===== config.mk =====
export PLATFORM = sky130hd
export DESIGN_NAME = ps2_host_tx
export DESIGN_NICKNAME = d
export VERILOG_FILES = /design/src/rtl/ps2_host_tx.sv
export SDC_FILE = /design/constraint.sdc
export NUM_CORES = 1
export LEC_CHECK = 0
export CAP_MARGIN = 20
export CELL_PAD_IN_SITES_DETAIL_PLACEMENT = 0
export CELL_PAD_IN_SITES_GLOBAL_PLACEMENT = 2
export CORE_MARGIN = 10
export CORE_UTILIZATION = 28
export CTS_BUF_LIST = sky130_fd_sc_hd__clkbuf_2 sky130_fd_sc_hd__clkbuf_4 sky130_fd_sc_hd__clkbuf_8
export DETAILED_ROUTE_END_ITERATION = 7
export HOLD_SLACK_MARGIN = 0.15
export PLACE_DENSITY = 0.72
export SLEW_MARGIN = 10
export SYNTH_ARGS = -nofsm -noshare
export SYNTH_HDL_FRONTEND = slang
export SYNTH_SLANG_ARGS = --single-unit

===== constraint.sdc =====
create_clock -name clk -period 1.85 [get_ports clk]
set_input_delay 0.4625 -clock clk [delete_from_list [all_inputs] [get_ports clk]]
set_output_delay 0.4625 -clock clk [all_outputs]
set_load 0.01 [all_outputs]

===== src/rtl/ps2_host_tx.sv =====
// PS/2 host-to-device transmitter: request-to-send, frame shift-out on device
// clock falls, acknowledge check and a no-response timeout. Open-drain outputs.
module ps2_host_tx #(
  parameter int unsigned INHIBIT_CYCLES = 5000,
  parameter int unsigned TIMEOUT_CYCLES = 750000
) (
  input  logic       clk,
  input  logic       clrn,
  input  logic       ps2_clk,
  input  logic       ps2_data,
  input  logic [7:0] data_in,
  input  logic       send,
  output logic       busy,
  output logic       done,
  output logic       err,
  output logic       ps2_clk_oe,
  output logic       ps2_data_oe
);

  localparam int unsigned INH_W = (INHIBIT_CYCLES > 1) ? $clog2(INHIBIT_CYCLES) : 1;
  localparam int unsigned TO_W  = (TIMEOUT_CYCLES > 1) ? $clog2(TIMEOUT_CYCLES) : 1;
  localparam logic [INH_W-1:0] INH_LAST = INH_W'(INHIBIT_CYCLES - 1);
  localparam logic [TO_W-1:0]  TO_LAST  = TO_W'(TIMEOUT_CYCLES - 1);

  localparam logic [2:0] S_IDLE    = 3'd0;
  localparam logic [2:0] S_INHIBIT = 3'd1;
  localparam logic [2:0] S_REQ     = 3'd2;
  localparam logic [2:0] S_SHIFT   = 3'd3;
  localparam logic [2:0] S_ACK     = 3'd4;
  localparam logic [2:0] S_WAIT    = 3'd5;
  localparam logic [2:0] S_DONE    = 3'd6;

  logic [2:0]       state_q, state_d;
  logic [2:0]       clk_sync_q, clk_sync_d;
  logic [1:0]       data_sync_q, data_sync_d;
  logic [INH_W-1:0] inh_q, inh_d;
  logic [TO_W-1:0]  to_q, to_d;
  logic [3:0]       bit_q, bit_d;
  logic [9:0]       word_q, word_d;
  logic             clk_oe_q, clk_oe_d;
  logic             data_oe_q, data_oe_d;
  logic             err_q, err_d;
  logic             done_q, done_d;
  logic             busy_q, busy_d;
  logic             fall;

  assign fall = clk_sync_q[2] & ~clk_sync_q[1];

  always_comb begin
    clk_sync_d  = {clk_sync_q[1:0], ps2_clk};
    data_sync_d = {data_sync_q[0], ps2_data};
    state_d     = state_q;
    inh_d       = inh_q;
    to_d        = to_q;
    bit_d       = bit_q;
    word_d      = word_q;
    clk_oe_d    = clk_oe_q;
    data_oe_d   = data_oe_q;
    err_d       = err_q;
    done_d      = 1'b0;

    case (state_q)
      S_IDLE: begin
        clk_oe_d  = 1'b0;
        data_oe_d = 1'b0;
        if (send) begin
          word_d   = {1'b1, ~^data_in, data_in};
          err_d    = 1'b0;
          inh_d    = '0;
          clk_oe_d = 1'b1;
          state_d  = S_INHIBIT;
        end
      end
      S_INHIBIT: begin
        if (inh_q == INH_LAST) begin
          clk_oe_d  = 1'b0;
          data_oe_d = 1'b1;
          to_d      = '0;
          state_d   = S_REQ;
        end else begin
          inh_d = inh_q + 1'b1;
        end
      end
      S_REQ, S_SHIFT, S_ACK, S_WAIT: begin
        to_d = to_q + 1'b1;
        if (to_q == TO_LAST) begin
          clk_oe_d  = 1'b0;
          data_oe_d = 1'b0;
          err_d     = 1'b1;
          done_d    = 1'b1;
          state_d   = S_DONE;
        end else begin
          case (state_q)
            S_REQ: if (fall) begin
              bit_d     = '0;
              data_oe_d = ~word_q[0];
              state_d   = S_SHIFT;
            end
            // The word shifts right each fall, so word_q[1] is always the next bit.
            S_SHIFT: if (fall) begin
              if (bit_q == 4'd9) begin
                data_oe_d = 1'b0;
                state_d   = S_ACK;
              end else begin
                bit_d     = bit_q + 1'b1;
                data_oe_d = ~word_q[1];
                word_d    = {1'b0, word_q[9:1]};
              end
            end
            S_ACK: if (fall) begin
              err_d   = data_sync_q[1];
              state_d = S_WAIT;
            end
            default: begin
              clk_oe_d  = 1'b0;
              data_oe_d = 1'b0;
              if (clk_sync_q[2] && data_sync_q[1]) begin
                done_d  = 1'b1;
                state_d = S_DONE;
              end
            end
          endcase
        end
      end
      S_DONE:  state_d = S_IDLE;
      default: state_d = S_IDLE;
    endcase

    busy_d = (state_d != S_IDLE);
  end

  always_ff @(posedge clk or negedge clrn) begin
    if (!clrn) begin
      state_q     <= S_IDLE;
      clk_sync_q  <= '1;
      data_sync_q <= '1;
      inh_q       <= '0;
      to_q        <= '0;
      bit_q       <= '0;
      word_q      <= '0;
      clk_oe_q    <= 1'b0;
      data_oe_q   <= 1'b0;
      err_q       <= 1'b0;
      done_q      <= 1'b0;
      busy_q      <= 1'b0;
    end else begin
      state_q     <= state_d;
      clk_sync_q  <= clk_sync_d;
      data_sync_q <= data_sync_d;
      inh_q       <= inh_d;
      to_q        <= to_d;
      bit_q       <= bit_d;
      word_q      <= word_d;
      clk_oe_q    <= clk_oe_d;
      data_oe_q   <= data_oe_d;
      err_q       <= err_d;
      done_q      <= done_d;
      busy_q      <= busy_d;
    end
  end

  assign busy        = busy_q;
  assign done        = done_q;
  assign err         = err_q;
  assign ps2_clk_oe  = clk_oe_q;
  assign ps2_data_oe = data_oe_q;

endmodule


* Yosys cells after proc, flatten, opt, wreduce, memory -nomap -nowiden
Index checks and enable logic that the tools add are counted.
** Operators by class
- Add/sub/neg operators :: 3
- Equal/unequal tests :: 24
- Bitwise logic cells :: 5
- Mux-type cells :: 46
- Reductions and logical operators :: 18
** Operator list (count)
- 10-bit two-way mux :: 5
- 20-bit case mux with 2 select lines :: 1
- 13-bit two-way mux :: 2
- 13-bit case mux with 2 select lines :: 1
- 3-bit two-way mux :: 8
- 20-bit by 1-bit adder with 20-bit output, second input constant :: 1
- 20-bit equality test, second input constant :: 1
- 20-bit two-way mux :: 1
- 2-bit != test, second input constant :: 10
- 10-bit case mux with 2 select lines :: 1
- 3-bit case mux with 3 select lines :: 2
- 1-bit two-way mux :: 17
- 13-bit by 1-bit adder with 13-bit output, second input constant :: 1
- 13-bit equality test, second input constant :: 1
- 4-bit two-way mux :: 3
- 3-bit != test, second input constant :: 4
- 6-bit AND reduction :: 2
- 1-bit case mux with 3 select lines :: 3
- 4-bit != test, second input constant :: 2
- 4-bit case mux with 2 select lines :: 1
- 2-bit nonzero test :: 4
- 8-bit XNOR reduction :: 1
- 3-bit by 2-bit equality test with 1-bit output, second input constant :: 2
- 3-bit equality test, second input constant :: 2
- 15 further kinds :: 20
** Word-level totals
- Output and inout port bits :: 5
- Flip-flop bits (word level) :: 60
- Bits of input ports :: 13

* Depth between registers and ports, before layout
Gate-level depths: netlist of the first run.
- Depth after elaboration :: 7
- Gate-level depth with buffers :: 8

* Worst setup path after synthesis of the first run
No wires, ideal clock.
- Kind :: reg2reg
- From :: register state_q[1]
- To :: register inh_q[5]
- Setup slack :: -204 ps
- Stages on the path, launching flop included :: 8
- Buffers on the path :: 2
- Arrival time :: 1976 ps
- Data required time :: 1772 ps
- Setup time :: 78 ps
- Period minus slack after synthesis :: 2054 ps
- Cell sequence :: dfrtp_1 -> buf_6 -> or3b_4 -> a31o_4 -> and2_4 -> buf_6 -> or4_1 -> a21oi_1
** On the way
- Cells in the longest elaborated chain, start to end :: 3
- Elaborated cells between the ends (all ways) :: 7
- Classes of those cells :: eq/ne: 3; mux: 1; reduce/logical: 3
** Ends and longest elaborated chain
- start, declared :: line 33 : logic [2:0] state_q, state_d;
- start signal, assigned :: line 147 : state_q <= state_d;
- 3-bit by 1-bit equality test with 1-bit output or 3-bit logical NOT (tied branches) :: line 62 : case (state_q)
- 2-bit != test (no line) or 2-bit nonzero test (tied branches)
- 3-bit AND reduction (no line)
- end signal, assigned :: line 150 : inh_q <= inh_d;
- end, declared :: line 36 : logic [INH_W-1:0] inh_q, inh_d;
Several ways; a longest one is shown, not always the timed one.
A chain may end at the register's enable or synchronous reset.

* Worst setup path after layout of the first run
- From :: register bit_q[0]
- To :: register word_q[6]
** On the way
- Cells in the longest elaborated chain, start to end :: 3
** Ends and longest elaborated chain
- start, declared :: line 38 : logic [3:0] bit_q, bit_d;
- start signal, assigned :: line 152 : bit_q <= bit_d;
- 4-bit equality test :: line 101 : if (bit_q == 4'd9) begin
- 2-bit != test (no line)
- 6-bit AND reduction (no line)
- end signal, assigned :: line 153 : word_q <= word_d;
- end, declared :: line 39 : logic [9:0] word_q, word_d;
No other way between the ends.

==> impl_metrics.py, run 1 <==
metrics = {
    "run_status": {
        "status": "completed",
    },
    "placed_design": {
        "place.gp.congestion": 0.758,
        "dp_slack_ns": -0.404,
        "dp_hpwl_mm": 5.55,
        "io_buffers": 17,
    },
    "sta": {
        "finClkSkew_ns": 0.00945,
        "fin_setup_tns_ns": 0,
        "min_period_over_period": 0.993,
        "setup_slack_ns": 0.0129,
        "timing.fmax_mhz": 544,
        "setup_viol": 0,
        "hold_viol_final": 0,
        "relSlewSlack": 0.701,
        "grt_setup_unrepaired": "true",
        "fin_crit_ns": 1.84,
        "slew_viol_final": 0,
        "tightest_slew_ns": 0.445,
    },
    "logic_synthesis": {
        "synth_edf_count": 0,
        "yosysTopAreaCell": "dfrtp_1",
        "ys_warn_count": 0,
        "synth_area_um2": 3180,
        "synth_seq_cells": 60,
        "syn-num-nets": 352,
        "synthCells": 335,
        "ys_seq_area_frac": 0.474,
        "synth_flop_cell": "dfrtp_1",
        "synth_top_area_frac": 0.432,
        "avgSynthCellArea_um2": 9.50,
        "synth-async-reset-ratio": 1.00,
        "ys_types": 50,
        "synth_area_leaders": "dfrtp_1, xnor2_1, nand2_1, dfstp_2, nor2_1",
    },
    "setup_path": {
        "cp_data_arrival_time_ns": 2.06,
        "critPathMaxStageDelay_ns": 0.39,
        "crit_type": "reg2reg",
        "crit_family": "simple AND/OR/NAND/NOR gates",
        "critPathLaunchType": "flip-flop",
        "crit_fanout": 5,
        "crit_path_end_kind": "flip-flop",
        "cpMaxStageDelayCell": "dfrtp_1",
        "critPathBufInv": 0,
        "crit_chain": "ha_2, and3b_2, nor2b_4, nand2_2, a211o_4, mux2_2",
        "critPathRequiredTime_ns": 2.07,
    },
    "global_routing": {
        "track_usage": 0.107,
        "grt-ovfl-total": 0,
        "antenna_found_initial": 0,
        "grt_max_degree": 61,
        "grt_pass1_vias": 2848,
        "grt_pass1_wl_mm": 14.2,
    },
    "floorplanning": {
        "row_count": 38,
        "dieArea_um2": 16000,
        "core-area_um2": 11000,
        "die_w_um": 127,
        "die_y_um": 127,
        "start_util": 0.290,
        "boundaryPins": 18,
    },
    "cells_and_area": {
        "multiInputGateArea_um2": 1820,
        "diodes": 0,
        "fillers": 1086,
        "layout-drive-gt1-share": 0.337,
        "syn_to_final_growth_pct": 40.3,
        "nets": 438,
        "seq_area_um2": 1510,
    },
    "clocking": {
        "path_clk_slew_ns": 0.06,
        "clk_latency_ns": 0.34,
        "clockBufferDepth": 2,
        "cts_tree": "built",
        "root_buffer": "clkbuf_8",
        "cts_max_level": 3,
        "cts.sinks": 60,
        "numCtsBuffers": 9,
    },
    "route": {
        "drt_wl_total_mm": 8.21,
        "wire_per_inst_um": 14.6,
        "ant_nets": 0,
        "viasPerCell": 4.72,
        "drc": 0,
        "routed-via-count": 2664,
        "dr.pass1.iters": 4,
        "drt_iter0_drc": 138,
    },
    "power": {
        "ir_drop_v": 0.000322,
        "power_density_nw_per_um2": 863,
        "p_leak_nw": 1.99,
    },
    "hold_path": {
        "hold_path.class": "reg2reg",
    },
    "run": {
        "drv_cap": 0,
    },
}
worst reg2reg max path: cells and delay by family, from the launching register on:
family	cells	cell delay (ns)
compound gates	1	0.38
fa+ha+maj	1	0.18
flops	1	0.39
mux	1	0.28
simple gates	3	0.49
cell type report:
| type | instances | area share |
|---|---|---|
| inverters | 9 | 0.00757 |
| multi-input cells | 252 | 0.408 |
| well taps | 140 | 0.0392 |
| repair buffers | 89 | 0.168 |
| flip-flops and latches | 60 | 0.338 |
| clock buffers | 12 | 0.0370 |
| clock inverters | 2 | 0.00224 |
state kept, by name (all words and copies together) (netlist names):
signal	cells
bit_q	4
data_sync_q	2
done	1
inh_q	13
state_q	3
word_q	10
ps2_clk_oe	1
ps2_data_oe	1
clk_sync_q	3
busy	1
err	1
to_q	20
cell usage after synthesis (2+ instances only):
cell type and instances:
or3_1 3, ha_1 4, dfstp_2 5, nor3_1 9, a211oi_1 3, or4_1 2
nand3_1 16, o211ai_1 5, mux2i_1 3, nand2_1 48, nor2b_1 3, o311ai_0 3
nor2_1 31, dfrtp_1 55, o21ai_0 11, and4_1 4, inv_1 9, o31ai_1 5
mux2_2 8, or2_2 3, nand2b_1 5, nor3b_1 2, a21oi_1 10, and3_1 7
buf_6 2, xnor2_1 26, and2_1 3, nor4bb_1 2, xor2_1 8, nand4_1 5
nor4_1 6, clkbuf_1 11
per-stage QoR:
stage          std cells  instance area (um^2)  total power (W)   util  hold slack (ns)
3_5_place_dp         543                  3980          0.00270  0.362            0.352
2_1_floorplan        335                  3190          0.00228      -            0.167
6_report             564                  4470          0.00385  0.407            0.360
3_3_place_gp         543                  3980          0.00268  0.362            0.349
5_1_grt              564                  4470          0.00412  0.407            0.368
4_1_cts              563                  4300          0.00386  0.391            0.361
final timing paths:
| kind | start | endpoint | slack [ns] | cells after the start |
|---|---|---|---|---|
| setup / recovery | bit_q[0] | word_q[6] | 0.01 | 6 |
| hold / removal | data_sync_q[0] | data_sync_q[1] | 0.36 | 0 |
| setup reg to reg | bit_q[0] | word_q[6] | 0.01 | 6 |
| hold reg to reg | data_sync_q[0] | data_sync_q[1] | 0.36 | 0 |
| max in group asynchronous | clrn | clk_sync_q[2] | 0.90 | 3 |
| min in group asynchronous | clrn | inh_q[1] | 0.66 | 3 |
cell families after synthesis:
group / Yosys count / share of synthesized area
AOI/OAI and AO/OA: 49 / 0.106
xor gates and xnor gates: 34 / 0.0936
adders and majority gates: 4 / 0.0157
buffers and inverters: 24 / 0.0334
DFF: 60 / 0.474
muxes: 11 / 0.0377
and+or+nand+nor: 153 / 0.240
placed cells by master (no fill, tap or decap), types with 2 or more instances in the layout:
master,count
a211o_4,2
a211oi_2,2
a21oi_1,8
and2_1,2
and3_1,6
and4_1,3
buf_12,2
buf_4,64
buf_6,5
clkbuf_8,12
clkdlybuf4s50_1,15
clkinv_2,2
dfrtp_1,55
dfstp_2,5
ha_2,3
inv_1,9
mux2_2,8
mux2i_1,3
nand2_1,46
nand2_2,2
nand2b_1,5
nand3_1,15
nand4_1,5
nor2_1,31
nor2b_4,2
nor3_1,7
nor3_2,2
nor4_4,4
o211ai_1,5
o21ai_0,9
o21ai_2,2
o311ai_2,2
o31ai_1,3
or2_2,2
or3_1,2
xnor2_1,26
xor2_1,8
per-layer routing:
layer  part of all wire  global-route usage
met1               0.49               0.138
met2               0.47               0.164
met3              0.030              0.0267
met4              0.014              0.0449
met5                  0                   0
what timing repair did:
action / 4_1_cts / 5_1_grt
pin swaps: 11 / 14
setup buffers: 4 / 1
cloned: 1 / 0
endpoints found under the hold margin: 55 / 0
resized for setup: 27 / 31
setup endpoints to repair: 23 / 29
hold buffers: 1 / 0
power by group:
part | internal [W] | switching (W) | leakage (nW)
combinational | 0.000537 | 0.000452 | 1.14
sequential | 0.00158 | 0.000196 | 0.758
clock | 0.000576 | 0.000513 | 0.0941
No activity file was read; power rests on OpenSTA's default activity.
==> inputs of run 2 (changes only) <==
- PLACE_DENSITY: 0.72 -> 0.69
- clock period: 1.85 -> 2.1 ns (I/O delays scaled with it)
==> run 2 against run 1 <==
Net effect: combinational power fell by 32%; sequential power fell by 10%; non-clock buffer count fell by 36; first-iteration DRC count fell by 17%; cell count down 6.2%; routed wire length down 8.7%; largest cell class unchanged; highest routed layer unchanged.
==> impl_metrics.py, run 2 (synthesized netlist as in run 1, its figures left out) <==
metrics = {
    "run_status": {
        "status": "completed",
    },
    "route": {
        "wire_per_inst_um": 14.2,
        "ant_nets": 0,
        "routed-via-count": 2517,
        "drt_wl_total_mm": 7.50,
        "drt_iter0_drc": 114,
        "drc": 0,
        "dr.pass1.iters": 6,
        "viasPerCell": 4.76,
    },
    "placed_design": {
        "io_buffers": 17,
        "place_inst": 512,
        "place.gp.congestion": 0.751,
        "dp_slack_ns": -0.229,
        "dpl_cell_area_um2": 3740,
        "dp_hpwl_mm": 5.44,
    },
    "power": {
        "power_density_nw_per_um2": 824,
        "ir_drop_v": 0.000408,
        "p_leak_nw": 1.71,
    },
    "floorplanning": {
        "row_count": 38,
        "boundaryPins": 18,
        "die_w_um": 127,
        "dieArea_um2": 16000,
        "core-area_um2": 11000,
        "die_y_um": 127,
        "start_util": 0.290,
    },
    "global_routing": {
        "antenna_found_initial": 0,
        "grt_pass1_vias": 2610,
        "track_usage": 0.0992,
        "grt_pass1_wl_mm": 12.9,
        "grt-ovfl-total": 0,
        "grt_max_degree": 31,
    },
    "cells_and_area": {
        "final_cell_area_um2": 3960,
        "largest_reg_flops": 20,
        "layout-drive-gt1-share": 0.193,
        "diodes": 0,
        "final_cell_count_no_fill": 529,
        "syn_to_final_growth_pct": 24.3,
        "post-route-util": 0.360,
        "nets": 401,
        "top_register": "to_q",
        "layout_common_cells": "dfrtp_1, nand2_1, buf_4",
        "mostFrequentLayoutCell": "dfrtp_1",
        "reg_top3": "to_q x20, inh_q x13, word_q x10",
    },
    "sta": {
        "min_period_over_period": 0.942,
        "slew_viol_final": 0,
        "setup_viol": 0,
        "relSlewSlack": 0.673,
        "timing.fmax_mhz": 505,
        "tightest_slew_ns": 0.478,
        "hold_viol_final": 0,
        "finClkSkew_ns": 0.00667,
        "setup_slack_ns": 0.121,
        "fin_crit_ns": 1.98,
        "grt_setup_unrepaired": "false",
    },
    "setup_path": {
        "r2r_slack_ns": 0.14,
        "critPathLaunchType": "input port",
        "crit_type": "in2reg",
        "cp_data_arrival_time_ns": 2.25,
        "critPathMaxStageDelay_ns": 0.49,
        "crit_fanout": 4,
        "critPathRequiredTime_ns": 2.37,
        "cpMaxStageDelayCell": "or4_1",
        "crit_path_end_kind": "flip-flop",
        "crit_chain": "clkdlybuf4s50_1, nand2b_1, or3_1, and2_4, or4_1, a21oi_1",
    },
    "run": {
        "drv_cap": 0,
    },
    "clocking": {
        "cts_tree": "built",
        "root_buffer": "clkbuf_8",
        "clk_latency_ns": 0.34,
        "cts_max_level": 3,
        "path_clk_slew_ns": 0.07,
        "clockBufferDepth": 2,
        "cts.sinks": 60,
        "numCtsBuffers": 9,
    },
    "hold_path": {
        "hold_path.class": "reg2reg",
    },
}
[run 2: cell types whose count changed in the layout (fill, tap and decap cells not counted), moves of 3 or more]
cell / change
clkbuf_4: +3
nor4_1: +4
buf_4: -31
buf_6: -5
nor4_4: -4
[run 2: through the flow]
| stage | TNS, ns | hold WS (ns) | total power (W) |
|---|---|---|---|
| global placement | -2.30 | 0.347 | 0.00227 |
| CTS | 0 | 0.354 | 0.00332 |
| finish | 0 | 0.350 | 0.00326 |
| floorplan | 0 | 0.229 | 0.00201 |
| detailed placement | -2.64 | 0.347 | 0.00228 |
| global route | 0 | 0.355 | 0.00348 |
[run 2: cell type report]
cell class | instances | area, um^2
clock buffers | 15 | 188
fillers | 1111 | 7030
multi-input cells | 251 | 1590
clock inverters | 1 | 5.00
repair buffers | 53 | 463
inverters | 9 | 33.8
well taps | 140 | 175
flip-flops and latches | 60 | 1510
[run 2: power breakdown]
part	internal, W	leakage (nW)	switching [W]
Combinational	0.000362	0.852	0.000307
Clock	0.000564	0.104	0.000438
Sequential	0.00139	0.758	0.000198
Total	0.00232	1.71	0.000943
[run 2: path summary, 6_finish.rpt]
path,from,depth (start not counted),end
min in group asynchronous,clrn,2,err
min,clk_sync_q[0],0,clk_sync_q[1]
max in group asynchronous,clrn,3,busy
max,send,6,inh_q[5]
max reg2reg,inh_q[0],6,inh_q[5]
min reg2reg,clk_sync_q[0],0,clk_sync_q[1]
[run 2: worst max-delay path, delay by kind of cell]
kind | cells | cell delay, ns
compound gates | 1 | 0.14
buf+inv | 1 | 0.48
simple gates | 4 | 1.09
[run 2: repair_timing]
item                       4_1_cts  5_1_grt
setup endpoints to repair        0       12
gates resized for setup          0        5
hold buffers                     1        0
hold endpoints to repair         5        0
buffers inserted                 0        0
[run 2: metal layers]
metal  part of all wire  GRT usage
met1               0.49      0.126
met2               0.46      0.154
met3              0.037     0.0300
met4              0.015     0.0395
met5                  0          0
